===== config.mk =====
export PLATFORM = sky130hd
export DESIGN_NAME = mem_arbiter
export DESIGN_NICKNAME = d
export VERILOG_FILES = /design/src/rtl/mem_arbiter.sv
export SDC_FILE = /design/constraint.sdc
export NUM_CORES = 1
export LEC_CHECK = 0
export BUFFER_PORTS_ARGS = -buffer_cell sky130_fd_sc_hd__buf_2
export CAP_MARGIN = 20
export CORE_MARGIN = 2
export CORE_UTILIZATION = 40
export DETAILED_ROUTE_END_ITERATION = 16
export PLACE_DENSITY = 0.76
export SYNTH_ARGS = -nofsm -noshare
export SYNTH_HDL_FRONTEND = slang
export SYNTH_SLANG_ARGS = --single-unit

===== constraint.sdc =====
create_clock -name clk -period 2.5 [get_ports clk]
set_input_delay 0.125 -clock clk [delete_from_list [all_inputs] [get_ports clk]]
set_output_delay 0.125 -clock clk [all_outputs]
set_load 0.1 [all_outputs]

===== src/rtl/mem_arbiter.sv =====
// rtl/mem_arbiter.sv - two-requester arbiter in front of a single-port synchronous RAM
//
// Purpose
//   Serialises RAM accesses from two requesters (bit 0 = CPU, bit 1 = loader/debug).
//   Each transaction is IDLE sample -> ACCESS (one cycle) -> optional WAIT_RD
//   (RD_LAT cycles) -> IDLE. All outputs are registered.
//
// Parameters
//   ADDR_W   RAM word address width
//   DATA_W   RAM data width
//   RD_LAT   RAM read latency, address cycle to valid ram_rdata (1..4)
//
// Ports
//   clk        in   clock, rising edge
//   rst_n      in   synchronous active-low reset
//   req[1:0]   in   per-requester request, held until gnt is seen
//   we[1:0]    in   per-requester write(1)/read(0)
//   addr       in   2*ADDR_W, requester k uses [k*ADDR_W +: ADDR_W]
//   wdata      in   2*DATA_W, requester k uses [k*DATA_W +: DATA_W]
//   gnt[1:0]   out  one-cycle grant pulse during ACCESS
//   rvalid     out  one-cycle read-data-valid pulse
//   rdata      out  read data, holds until the next capture
//   ram_addr   out  RAM address
//   ram_wdata  out  RAM write data
//   ram_we     out  RAM write strobe
//   ram_rdata  in   RAM read data
//   busy       out  high during ACCESS and WAIT_RD
//
// Build option
//   MEM_ARB_RR_EN  defined: round-robin tie break using last_winner;
//                  undefined: fixed priority, requester 0 wins ties.

module mem_arbiter #(
   parameter int ADDR_W = 5,
   parameter int DATA_W = 16,
   parameter int RD_LAT = 1
) (
   input  logic                clk,
   input  logic                rst_n,
   input  logic [1:0]          req,
   input  logic [1:0]          we,
   input  logic [2*ADDR_W-1:0] addr,
   input  logic [2*DATA_W-1:0] wdata,
   output logic [1:0]          gnt,
   output logic [1:0]          rvalid,
   output logic [DATA_W-1:0]   rdata,
   output logic [ADDR_W-1:0]   ram_addr,
   output logic [DATA_W-1:0]   ram_wdata,
   output logic                ram_we,
   input  logic [DATA_W-1:0]   ram_rdata,
   output logic                busy
);

   typedef enum logic [1:0] {
      ST_IDLE    = 2'd0,
      ST_ACCESS  = 2'd1,
      ST_WAIT_RD = 2'd2
   } state_t;

   // The down-counter is loaded with RD_LAT-1 so that zero marks the last WAIT_RD cycle.
   localparam logic [1:0] LAT_LOAD = 2'(RD_LAT - 1);

   state_t              state, state_nxt;
   logic                win, win_nxt;          // latched winner index
   logic                lat_we, lat_we_nxt;    // latched write select of the winner
   logic [1:0]          lat_cnt, lat_cnt_nxt;
   logic [1:0]          gnt_nxt;
   logic [1:0]          rvalid_nxt;
   logic [DATA_W-1:0]   rdata_nxt;
   logic [ADDR_W-1:0]   ram_addr_nxt;
   logic [DATA_W-1:0]   ram_wdata_nxt;
   logic                ram_we_nxt;
   logic                busy_nxt;
   logic                pick;                  // winner among the currently asserted requests

`ifdef MEM_ARB_RR_EN
   logic                last_winner, last_winner_nxt;

   // A tie goes to whoever did not win last; a lone request simply wins.
   always_comb begin
      if (req == 2'b11) begin
         pick = ~last_winner;
      end else begin
         pick = ~req[0];
      end
   end
`else
   // Requester 0 wins whenever it asks; pick is only used when some req bit is set.
   assign pick = ~req[0];
`endif

   // Next-state and next-output logic.
   always_comb begin
      state_nxt     = state;
      win_nxt       = win;
      lat_we_nxt    = lat_we;
      lat_cnt_nxt   = lat_cnt;
      gnt_nxt       = 2'b00;
      rvalid_nxt    = 2'b00;
      rdata_nxt     = rdata;
      ram_addr_nxt  = ram_addr;
      ram_wdata_nxt = ram_wdata;
      ram_we_nxt    = 1'b0;
      busy_nxt      = 1'b0;
`ifdef MEM_ARB_RR_EN
      last_winner_nxt = last_winner;
`endif

      case (state)
         ST_IDLE: begin
            if (req != 2'b00) begin
               // Latch the winner's command straight into the RAM-side registers,
               // so later changes on the requester inputs cannot disturb it.
               state_nxt     = ST_ACCESS;
               win_nxt       = pick;
               lat_we_nxt    = we[pick];
               ram_addr_nxt  = pick ? addr[2*ADDR_W-1:ADDR_W] : addr[ADDR_W-1:0];
               ram_wdata_nxt = pick ? wdata[2*DATA_W-1:DATA_W] : wdata[DATA_W-1:0];
               ram_we_nxt    = we[pick];
               gnt_nxt       = pick ? 2'b10 : 2'b01;
               busy_nxt      = 1'b1;
`ifdef MEM_ARB_RR_EN
               last_winner_nxt = pick;
`endif
            end
         end

         ST_ACCESS: begin
            if (lat_we) begin
               state_nxt = ST_IDLE;
            end else begin
               state_nxt   = ST_WAIT_RD;
               lat_cnt_nxt = LAT_LOAD;
               busy_nxt    = 1'b1;
            end
         end

         ST_WAIT_RD: begin
            // ram_addr is not touched here, so it stays stable for the whole wait.
            if (lat_cnt == 2'd0) begin
               state_nxt  = ST_IDLE;
               rdata_nxt  = ram_rdata;
               rvalid_nxt = win ? 2'b10 : 2'b01;
            end else begin
               lat_cnt_nxt = lat_cnt - 2'd1;
               busy_nxt    = 1'b1;
            end
         end

         default: begin
            state_nxt = ST_IDLE;
         end
      endcase
   end

   // State and registered outputs.
   always_ff @(posedge clk) begin
      if (!rst_n) begin
         state     <= ST_IDLE;
         win       <= 1'b0;
         lat_we    <= 1'b0;
         lat_cnt   <= 2'd0;
         gnt       <= 2'b00;
         rvalid    <= 2'b00;
         rdata     <= '0;
         ram_addr  <= '0;
         ram_wdata <= '0;
         ram_we    <= 1'b0;
         busy      <= 1'b0;
`ifdef MEM_ARB_RR_EN
         // Reset to 1 so requester 0 takes the first tie.
         last_winner <= 1'b1;
`endif
      end else begin
         state     <= state_nxt;
         win       <= win_nxt;
         lat_we    <= lat_we_nxt;
         lat_cnt   <= lat_cnt_nxt;
         gnt       <= gnt_nxt;
         rvalid    <= rvalid_nxt;
         rdata     <= rdata_nxt;
         ram_addr  <= ram_addr_nxt;
         ram_wdata <= ram_wdata_nxt;
         ram_we    <= ram_we_nxt;
         busy      <= busy_nxt;
`ifdef MEM_ARB_RR_EN
         last_winner <= last_winner_nxt;
`endif
      end
   end

endmodule


==> results of run 1 <==
## kinds of logic after synthesis
logic type,after synthesis
AO/OA/AOI/OAI,46
multiplexers,22
AND/OR/NAND/NOR,74
buffers and inverters,21
flip-flops,49
adder cells (fa/ha/maj),1
## flip-flops by register name (all words and copies together), names as in the netlist, 2 cells and up
signal and cells:
lat_cnt 2, state 2, rdata 16, gnt 2
ram_wdata 16, rvalid 2, ram_addr 5
## metrics by stage
step | hold WS, ps | area [µm²] | std cells | utilization [%]
4_1_cts | 59.0 | 2710 | 381 | 53.4
3_5_place_dp | 387 | 2620 | 373 | 51.6
2_1_floorplan | 270 | 2080 | 213 | -
6_report | 67.3 | 2710 | 381 | 53.4
5_1_grt | 53.6 | 2710 | 381 | 53.4
3_3_place_gp | 378 | 2620 | 373 | 51.6
## path summary, 6_finish.rpt
check                             startpoint        end  slack [ps]
worst max-delay path              lat_cnt[0]   rdata[5]         970
worst min-delay path            ram_rdata[6]   rdata[6]          70
worst max register to register    lat_cnt[0]   rdata[5]         970
worst min register to register           win  rvalid[0]         430
## tightest hold or removal path: cells and delay by family
| family | cells | cell delay (ps) |
|---|---|---|
| AOI/OAI and AO/OA | 1 | 60 |
| buffers and inverters | 1 | 90 |
| and+or+nand+nor | 1 | 40 |
## Yosys cell counts (2+ instances only)
library cell	instances	area, µm²
buf_2	6	30.0
nand3_1	21	105
buf_6	4	45.0
and2_1	2	12.5
a21boi_0	17	128
nand2_1	35	131
nor2b_1	4	25.0
dfxtp_1	49	981
a21oi_1	2	10.0
mux2i_1	21	210
nor2_1	2	7.51
clkbuf_1	8	30.0
and3_1	3	18.8
o211a_1	23	230
inv_1	2	7.51
## cell type report
class	instances	area (µm²)	area share, %
inverters	2	7.51	0.277
clock buffers	5	68.8	2.54
clock inverters	3	26.3	0.969
multi-input cells	143	987	36.4
flip-flops and latches	49	981	36.2
repair buffers	109	553	20.4
well taps	70	87.6	3.23
## placed cells by master, fill, tap and decap left out, drive strengths merged
master,instances
buf,109
dfxtp,49
nand2,35
o211a,23
mux2i,21
nand3,21
a21boi,17
clkbuf,5
nor2b,4
and3,3
inv,3
and2,3
nor2,3
a21oi,2
clkinvlp,2
and3b,1
nand3b,1
or2,1
mux2,1
nor3b,1
a21o,1
o21ai,1
nand4bb,1
o211ai,1
a22o,1
ha,1
## per-layer routing
| metal | global-route usage (%) | part of all wire [%] | vias up |
|---|---|---|---|
| met5 | 0 | 0 | - |
| met4 | 3.64 | 0.80 | 0 |
| met3 | 4.86 | 7.8 | 4 |
| met2 | 27.0 | 44 | 82 |
| met1 | 20.0 | 48 | 831 |
| li1 | - | - | 938 |
## where the power goes
part | internal, mW | switching [mW]
clock | 0.204 | 0.279
sequential | 0.841 | 0.0322
combinational | 0.151 | 0.524
==> metrics, run 1 <==
synthesis-to-finish area growth=30.1%; total CTS buffers=5; min cycle time layout=1530 ps; worst skew pair latency=roughly 300 ps; # rows=26; core area=slightly above 5000 µm²; crit path DAT=approximately 1800 ps; Placer Congestion=roughly 0.74; Synth Cell Area=around 2100 µm²; Levels on crit path=5; vias in the first global route=around 1,700; post-DP HPWL=approximately 3.3 mm; # DRC=0; Die Height=between 70 and 80 µm; I/O pins=approximately 110; number of flops mapped to enable cells by yosys=0; Synth async-reset ratio=0%; Synth Instances=213; VDD IR max=approximately 550 µV; post-synthesis cell type count=29; hold buffers post-CTS=0; Mean Syn Cell Area=9.79 µm²; sequential fraction of the synthesis area=47.1%; status=complete, no violations; cts repair resizes=0; Worst-path clk slew=about 90 ps; synth warn=0; setup ws final=~970 ps; complex-gate fraction of the synthesized area=a little under a fifth; reg2reg path depth=5; GR Util All Layers=15.9%; CP Cell Sequence=inv_1, ha_1, and3b_1, nand2_1, a21boi_0; Total Wirelength=4.50 mm; 1st-iter DRT viols=74; total power=between 2 and 2.5 mW; first-pass GRT wire length=7.73 mm; Post-Synth XOR/XNOR Area=0%; die width=76.2 µm; leakage power=1.48 nW; Tcrit/Tclk final=between 60% and 70%; clock tree from TritonCTS=built; Post-Synth Simple-Gate Area=17.1%; n_diodes=0; drt pass-1 iters=4; starting density of the core=between 40% and 50%; hold crit path type=in2reg; Crit Path Max Fanout=18; die area=between 5000 and 6000 µm²; Final TNS setup=0 ps; Largest delay share family, worst path=simple AND/OR/NAND/NOR gates; pwr dens=about 750 nW/µm²; CTS sink cnt=between 40 and 50; unrepaired setup endpoints after global routing=false; Yosys reg bits=49; Worst Tran Pin Value=slightly below 800 ps; Crit. End Element=flip-flop; Slew HR=48.6%; worst clock skew=a little over 7 ps; clk buf depth=2; slowest stage delay, CP=around 570 ps; worst path bufs/invs=1; layout cells sized above 1=approximately two fifths; largest family of logic cells by synthesized area=compound AO/OA/AOI/OAI gates; fill cell count=~470; largest net degree at the start of global routing=about 50; Startpoint Class=flip-flop; # port buffers=between 100 and 150; Via density=4.87; multiplexer share of the synthesized area=10.6%; post-synthesis adder-cell area fraction=less than 1%; dpl ws=around 970 ps; routed vias=around 1,900; Critical-path top delay cell=and3b_1; Worst Path Required=2730 ps; Synthesized Nets=278; grt total ovfl=0; critical setup path kind=reg2reg; initial antenna violation count=0; Routed Antenna Nets=0; final setup violation count=0; nets=~380; setup bufs post-CTS=0; Hold Path Depth=3; CTS root buf=clkbuf_8; Final Hold Vio Count=0; Synth Flop Type=dfxtp_1; H-tree levels=2; fin. max-slew vios=0; Fmax achieved=around 650 MHz; drt wl/cell=11.8 µm; max cap viols=0
Power figures use the tool's default switching activity.
==> inputs of run 2 (changes only) <==
==> constraint.sdc (replaced) <==
create_clock -name clk -period 1.5 [get_ports clk]
set_input_delay 0.075 -clock clk [delete_from_list [all_inputs] [get_ports clk]]
set_output_delay 0.075 -clock clk [all_outputs]
set_load 0.1 [all_outputs]
==> run 2 against run 1 <==
Net effect:
- final area increased by 3.2%
- via count increased by 1.0%
- global-route usage increased by 0.22 points
- routed wire length increased by 0.78%
- utilization increased by 1.7 points
- clock-buffer cell count increased by 1
- setup slack got worse by 780 ps
- critical path depth unchanged
- die area unchanged
- sequential share of layout area decreased by 1.1 points
==> metrics, run 2 (synthesis gave the netlist of run 1 again) <==
total CTS buffers=5 (unchanged); Critical-path top delay cell=dfxtp_1; biggest regs=ram_wdata x16, rdata x16, ram_addr x5; vias in the first global route=1,649 (-5.4%); multi-input logic area=991 µm² (+0.38%); worst clock skew=6.19 ps (-0.987 ps); Fmax achieved=760 MHz (+16%); most frequent cells in the layout=buf_2, dfxtp_1, nand2_1; pwr dens=1290 nW/µm² (+72%); FF+latch area=981 µm² (unchanged); # rows=26 (unchanged); Tcrit/Tclk final=87.8% (+26 points); Startpoint Class=flip-flop; status=complete, no violations; layout cells sized above 1=39.2% (+0.66 points); routed vias=1,874 (+1.0%); Die Height=76.2 µm (unchanged); n_diodes=0 (unchanged); Via density=4.85 (-0.28%); Worst-path clk slew=90 ps (about the same); first-pass GRT wire length=7.62 mm (-1.3%); Final TNS setup=0 ps (unchanged); CP Cell Sequence=inv_1, ha_1, nor3b_1, a21oi_1, a22o_1; I/O pins=107 (unchanged); CTS root buf=clkbuf_8; die width=76.2 µm (unchanged); CTS sink cnt=49 (unchanged); clock tree from TritonCTS=built; crit path DAT=1520 ps (-240 ps); Hold Path Depth=3 (unchanged); worst skew pair latency=300 ps (about the same); core area=5070 µm² (unchanged); Logic pwr share=31.7% (-1.6 points); clk buf depth=2 (unchanged); synthesis-to-finish area growth=34.3%; VDD IR max=695 µV (+26%); commonest non-fill, non-tap cell in the layout=buf_2; clock share of power=27.9% (+4.2 points); # port buffers=106 (unchanged); Worst Tran Pin Value=518 ps (-253 ps); NetSw=1.38 mW (+66%); # DRC=0 (unchanged); nets=380 (+1.3%); sw frac=38.3% (-2.8 points); drt wl/cell=11.8 µm (-0.53%); non-filler instance count after layout=386 (+1.3%); GR Util All Layers=16.1% (+0.22 points); setup bufs post-CTS=0 (unchanged); max cap viols=0 (unchanged); grt total ovfl=0 (unchanged); largest net degree at the start of global routing=36 (-27%); placed insts=376 (+0.80%); Placer Congestion=0.699 (-5.6%); initial antenna violation count=0 (unchanged); Routed Antenna Nets=0 (unchanged); 1st-iter DRT viols=48 (-35%); Crit Path Max Fanout=5 (-13); Crit. End Element=flip-flop; reg2reg path depth=5 (unchanged); Flop pwr share=40.3% (-2.7 points); fin. max-slew vios=0 (unchanged); H-tree levels=2 (unchanged); fill cell count=481 (+2.1%); min cycle time layout=1320 ps (-216 ps); Slew HR=65.5% (+17 points); starting density of the core=41.1% (unchanged); Total Wirelength=4.54 mm (+0.78%); critical setup path kind=reg2reg; Worst Path Required=1700 ps (-1030 ps); Final Hold Vio Count=0 (unchanged); post-DP HPWL=3.22 mm (-1.0%); slowest stage delay, CP=360 ps (-210 ps); leakage power=1.53 nW (+3.0%); unrepaired setup endpoints after global routing=false; hold crit path type=in2reg; internal power=2.22 mW (+86%); drt pass-1 iters=4 (unchanged); final setup violation count=0 (unchanged); die area=5800 µm² (unchanged)
[run 2: cell types whose count changed in the layout (fill, tap and decap cells not counted)]
cell / delta
bufinv_16: +1
dlygate4sd3_1: +2
clkinvlp_4: -2
buf_4: +2
and3b_4: +1
buf_12: +1
and3b_1: -1
clkbuf_8: +1
[run 2: repair_timing]
action | in CTS | in global routing
gates cloned | 0 | 0
endpoints found under the setup margin | 16 | 1
hold buffers | 2 | 0
gates resized for setup | 1 | 1
hold endpoints to repair | 2 | 0
[run 2: per-stage QoR]
step	util, %	hold slack [ps]	worst slack (ps)	power [mW]	cell area [µm²]
final	55.2	11.1	183	3.61	2800
after global routing	55.2	11.0	9.42	3.77	2800
after CTS	55.1	2.15	116	3.66	2800
after detailed placement	52.2	334	-67.8	2.63	2650
after global placement	52.2	327	37.1	2.62	2650
after floorplan	-	220	154	2.41	2080
[run 2: worst paths after layout]
check,start,to,slack [ps]
worst max-delay path,lat_cnt[1],lat_cnt[0],180
worst min-delay path,ram_rdata[6],rdata[6],10
worst max register to register,lat_cnt[1],lat_cnt[0],180
worst min register to register,win,rvalid[0],440
[run 2: layer usage]
| metal | global-route usage (%) | wire, µm |
|---|---|---|
| met5 | 0 | 0 |
| met1 | 19.9 | 2110 |
| met2 | 26.9 | 1970 |
| met4 | 6.00 | 74 |
| met3 | 4.62 | 387 |
[run 2: critical path: cells and delay by family (launching register included)]
| kind | cells | cell delay [ps] |
|---|---|---|
| flip-flops | 1 | 360 |
| buffers and inverters | 1 | 50 |
| AND/OR/NAND/NOR | 1 | 260 |
| AO/OA/AOI/OAI | 2 | 320 |
| adder cells (fa/ha/maj) | 1 | 220 |
[run 2: power groups by stage]
stage | registers (mW) | clock network, mW | logic, mW
after floorplan | 2.13 | 0 | 0.281
after global placement | 1.49 | 0 | 1.14
after detailed placement | 1.48 | 0 | 1.15
after CTS | 1.46 | 1.05 | 1.15
after global routing | 1.47 | 1.09 | 1.21
final | 1.45 | 1.01 | 1.14
[run 2: final cells by class]
cell class                 count  share of cell area, %
clock buffer                   6                   2.95
clock inverter                 2                   1.48
inverter                       2                  0.268
multi-input combinational    143                   35.4
sequential                    49                   35.0
tap                           70                   3.13
timing repair buffer         114                   21.7
==> inputs of run 3 (changes only) <==
--- a/config.mk
+++ b/config.mk
@@ -10,7 +10,9 @@
 export CORE_MARGIN = 2
 export CORE_UTILIZATION = 40
 export DETAILED_ROUTE_END_ITERATION = 16
-export PLACE_DENSITY = 0.76
+export PLACE_DENSITY = 0.79
+export RECOVER_POWER = 100
+export SKIP_CTS_REPAIR_TIMING = 1
 export SYNTH_ARGS = -nofsm -noshare
 export SYNTH_HDL_FRONTEND = slang
 export SYNTH_SLANG_ARGS = --single-unit
==> constraint.sdc (replaced) <==
create_clock -name clk -period 1.05 [get_ports clk]
set_input_delay 0.0525 -clock clk [delete_from_list [all_inputs] [get_ports clk]]
set_output_delay 0.0525 -clock clk [all_outputs]
set_load 0.1 [all_outputs]
==> run 3 against run 2 <==
Net effect:
- the flow now finishes with violations (negative hold slack, negative setup slack)
- hold slack lost 13 ps
- non-clock buffer count grew 30
- highest routed layer unchanged
- clock skew grew 7.3 ps
- largest cell class is now buffers
- combinational power grew 100%
- final cell count grew 8.8%
- sequential power grew 50%
- register-to-register slack lost 340 ps
- global-route usage grew 2.0 points
- routed wire length grew 41%
- fmax grew 9.3%
- largest power group is now combinational cells
- critical path type unchanged
- utilization grew 22 points
==> metrics, run 3 (synthesis gave the netlist of run 1 again) <==
Final TNS setup=-3640 ps (-3640 ps); I/O pins=107 (unchanged); slowest stage delay, CP=350 ps (about the same); Total Wirelength=6.39 mm (+41%); largest net degree at the start of global routing=23 (-36%); # DRC=0 (unchanged); crit path DAT=1410 ps (-110 ps); die width=76.2 µm (unchanged); n_diodes=0 (unchanged); hold crit path type=in2reg; max cap viols=0 (unchanged); grt total ovfl=0 (unchanged); Routed Antenna Nets=0 (unchanged); Critical-path top delay cell=dfxtp_2; VDD IR max=988 µV (+42%); synthesis-to-finish area growth=87.1%; critical setup path kind=reg2reg; first-pass GRT wire length=8.60 mm (+13%); leakage power=1.90 nW (+25%); drt wl/cell=15.2 µm (+29%); worst skew pair latency=300 ps (about the same); biggest regs=ram_wdata x16, rdata x16, ram_addr x5; drt pass-1 iters=4 (unchanged); Slew HR=81.2% (+16 points); status=finished with violations; initial antenna violation count=0 (unchanged); clock tree from TritonCTS=built; min cycle time layout=1210 ps (-112 ps); layout cells sized above 1=63.1% (+24 points); setup ws final=-155 ps (-338 ps); # rows=26 (unchanged); unrepaired setup endpoints after global routing=true; Final Hold Vio Count=2 (+2); hold slack=-1.72 ps (-12.8 ps); Die Height=76.2 µm (unchanged); total CTS buffers=5 (unchanged); most frequent cells in the layout=buf_2, dfxtp_2, buf_12; final setup violation count=41 (+41); pwr dens=1510 nW/µm² (+17%); Tcrit/Tclk final=115% (+27 points); Crit Path Max Fanout=5 (unchanged); GR Util All Layers=18.1% (+2.0 points); # port buffers=106 (unchanged); Via density=4.99 (+2.8%); post-DP HPWL=3.92 mm (+22%); CTS sink cnt=49 (unchanged); total power=5.87 mW (+63%); clk buf depth=2 (unchanged); vias in the first global route=1,872 (+14%); CTS root buf=clkbuf_8; nets=414 (+8.9%); starting density of the core=41.1% (unchanged); core area=5070 µm² (unchanged); Fmax achieved=830 MHz (+9.3%); Startpoint Class=flip-flop; die area=5800 µm² (unchanged); fin. max-slew vios=0 (unchanged); Worst-path clk slew=100 ps (about the same); Worst Path Required=1250 ps (-450 ps); worst clock skew=13.5 ps (+7.30 ps); Worst Tran Pin Value=274 ps (-244 ps); fill cell count=306 (-36%); Crit. End Element=flip-flop; routed vias=2,096 (+12%); 1st-iter DRT viols=36 (-25%); violated checks=negative hold slack, negative setup slack; CP Cell Sequence=inv_2, ha_4, nor3b_2, a21oi_2, a22o_1; Placer Congestion=0.693 (-0.87%); commonest non-fill, non-tap cell in the layout=buf_2; H-tree levels=2 (unchanged)
[run 3: cell count changes in the layout (fill, tap and decap cells not counted), sizes merged]
cell	change
and2	+3
clkinv	+1
dlygate4sd3	+8
inv	-1
clkinvlp	+1
nor2	+1
buf	+21
[run 3: worst max-delay path: cells and delay by family, from the launching register on]
family | cells | cell delay [ps]
flip-flops | 1 | 350
adder cells (fa/ha/maj) | 1 | 170
AND/OR/NAND/NOR | 1 | 260
AO/OA/AOI/OAI | 2 | 280
buffers and inverters | 1 | 40
[run 3: area by class of cell]
| type | instances | area, µm² | share of cell area, % |
|---|---|---|---|
| tap | 70 | 87.6 | 2.25 |
| clock buffer | 5 | 68.8 | 1.76 |
| inverter | 2 | 7.51 | 0.192 |
| sequential | 49 | 1040 | 26.6 |
| multi-input combinational | 147 | 1180 | 30.2 |
| timing repair buffer | 144 | 1480 | 37.8 |
| clock inverter | 3 | 46.3 | 1.19 |
[run 3: final timing paths]
| kind | start | depth (start not counted) | endpoint | slack [ps] |
|---|---|---|---|---|
| setup / recovery | lat_cnt[1] | 5 | lat_cnt[0] | -160 |
| hold / removal | ram_rdata[3] | 3 | rdata[3] | -2 |
| setup reg to reg | lat_cnt[1] | 5 | lat_cnt[0] | -160 |
| hold reg to reg | win | 1 | rvalid[0] | 440 |
[run 3: layer usage]
| metal | vias to the layer above | track usage [%] | routed length, µm |
|---|---|---|---|
| li1 | 1019 | - | - |
| met1 | 980 | 20.9 | 2590 |
| met2 | 89 | 32.5 | 3340 |
| met3 | 8 | 5.69 | 377 |
| met4 | 0 | 4.91 | 82 |
| met5 | - | 0 | 0 |
[run 3: power breakdown]
group	switching (mW)	total, mW	leakage [nW]	internal [mW]
Sequential	0.155	2.18	0.419	2.03
Combinational	1.39	2.32	1.43	0.934
Clock	0.652	1.37	0.0543	0.713
[run 3: stage by stage]
step                      worst slack (ps)  utilization (%)  std cells  area (µm²)
after floorplan                       -147                -        213        2180
after global placement                -132             69.0        391        3500
after detailed placement              -169             69.0        391        3500
after CTS                             -196             71.3        399        3620
after global routing                  -244             76.8        420        3900
final                                 -155             76.8        420        3900
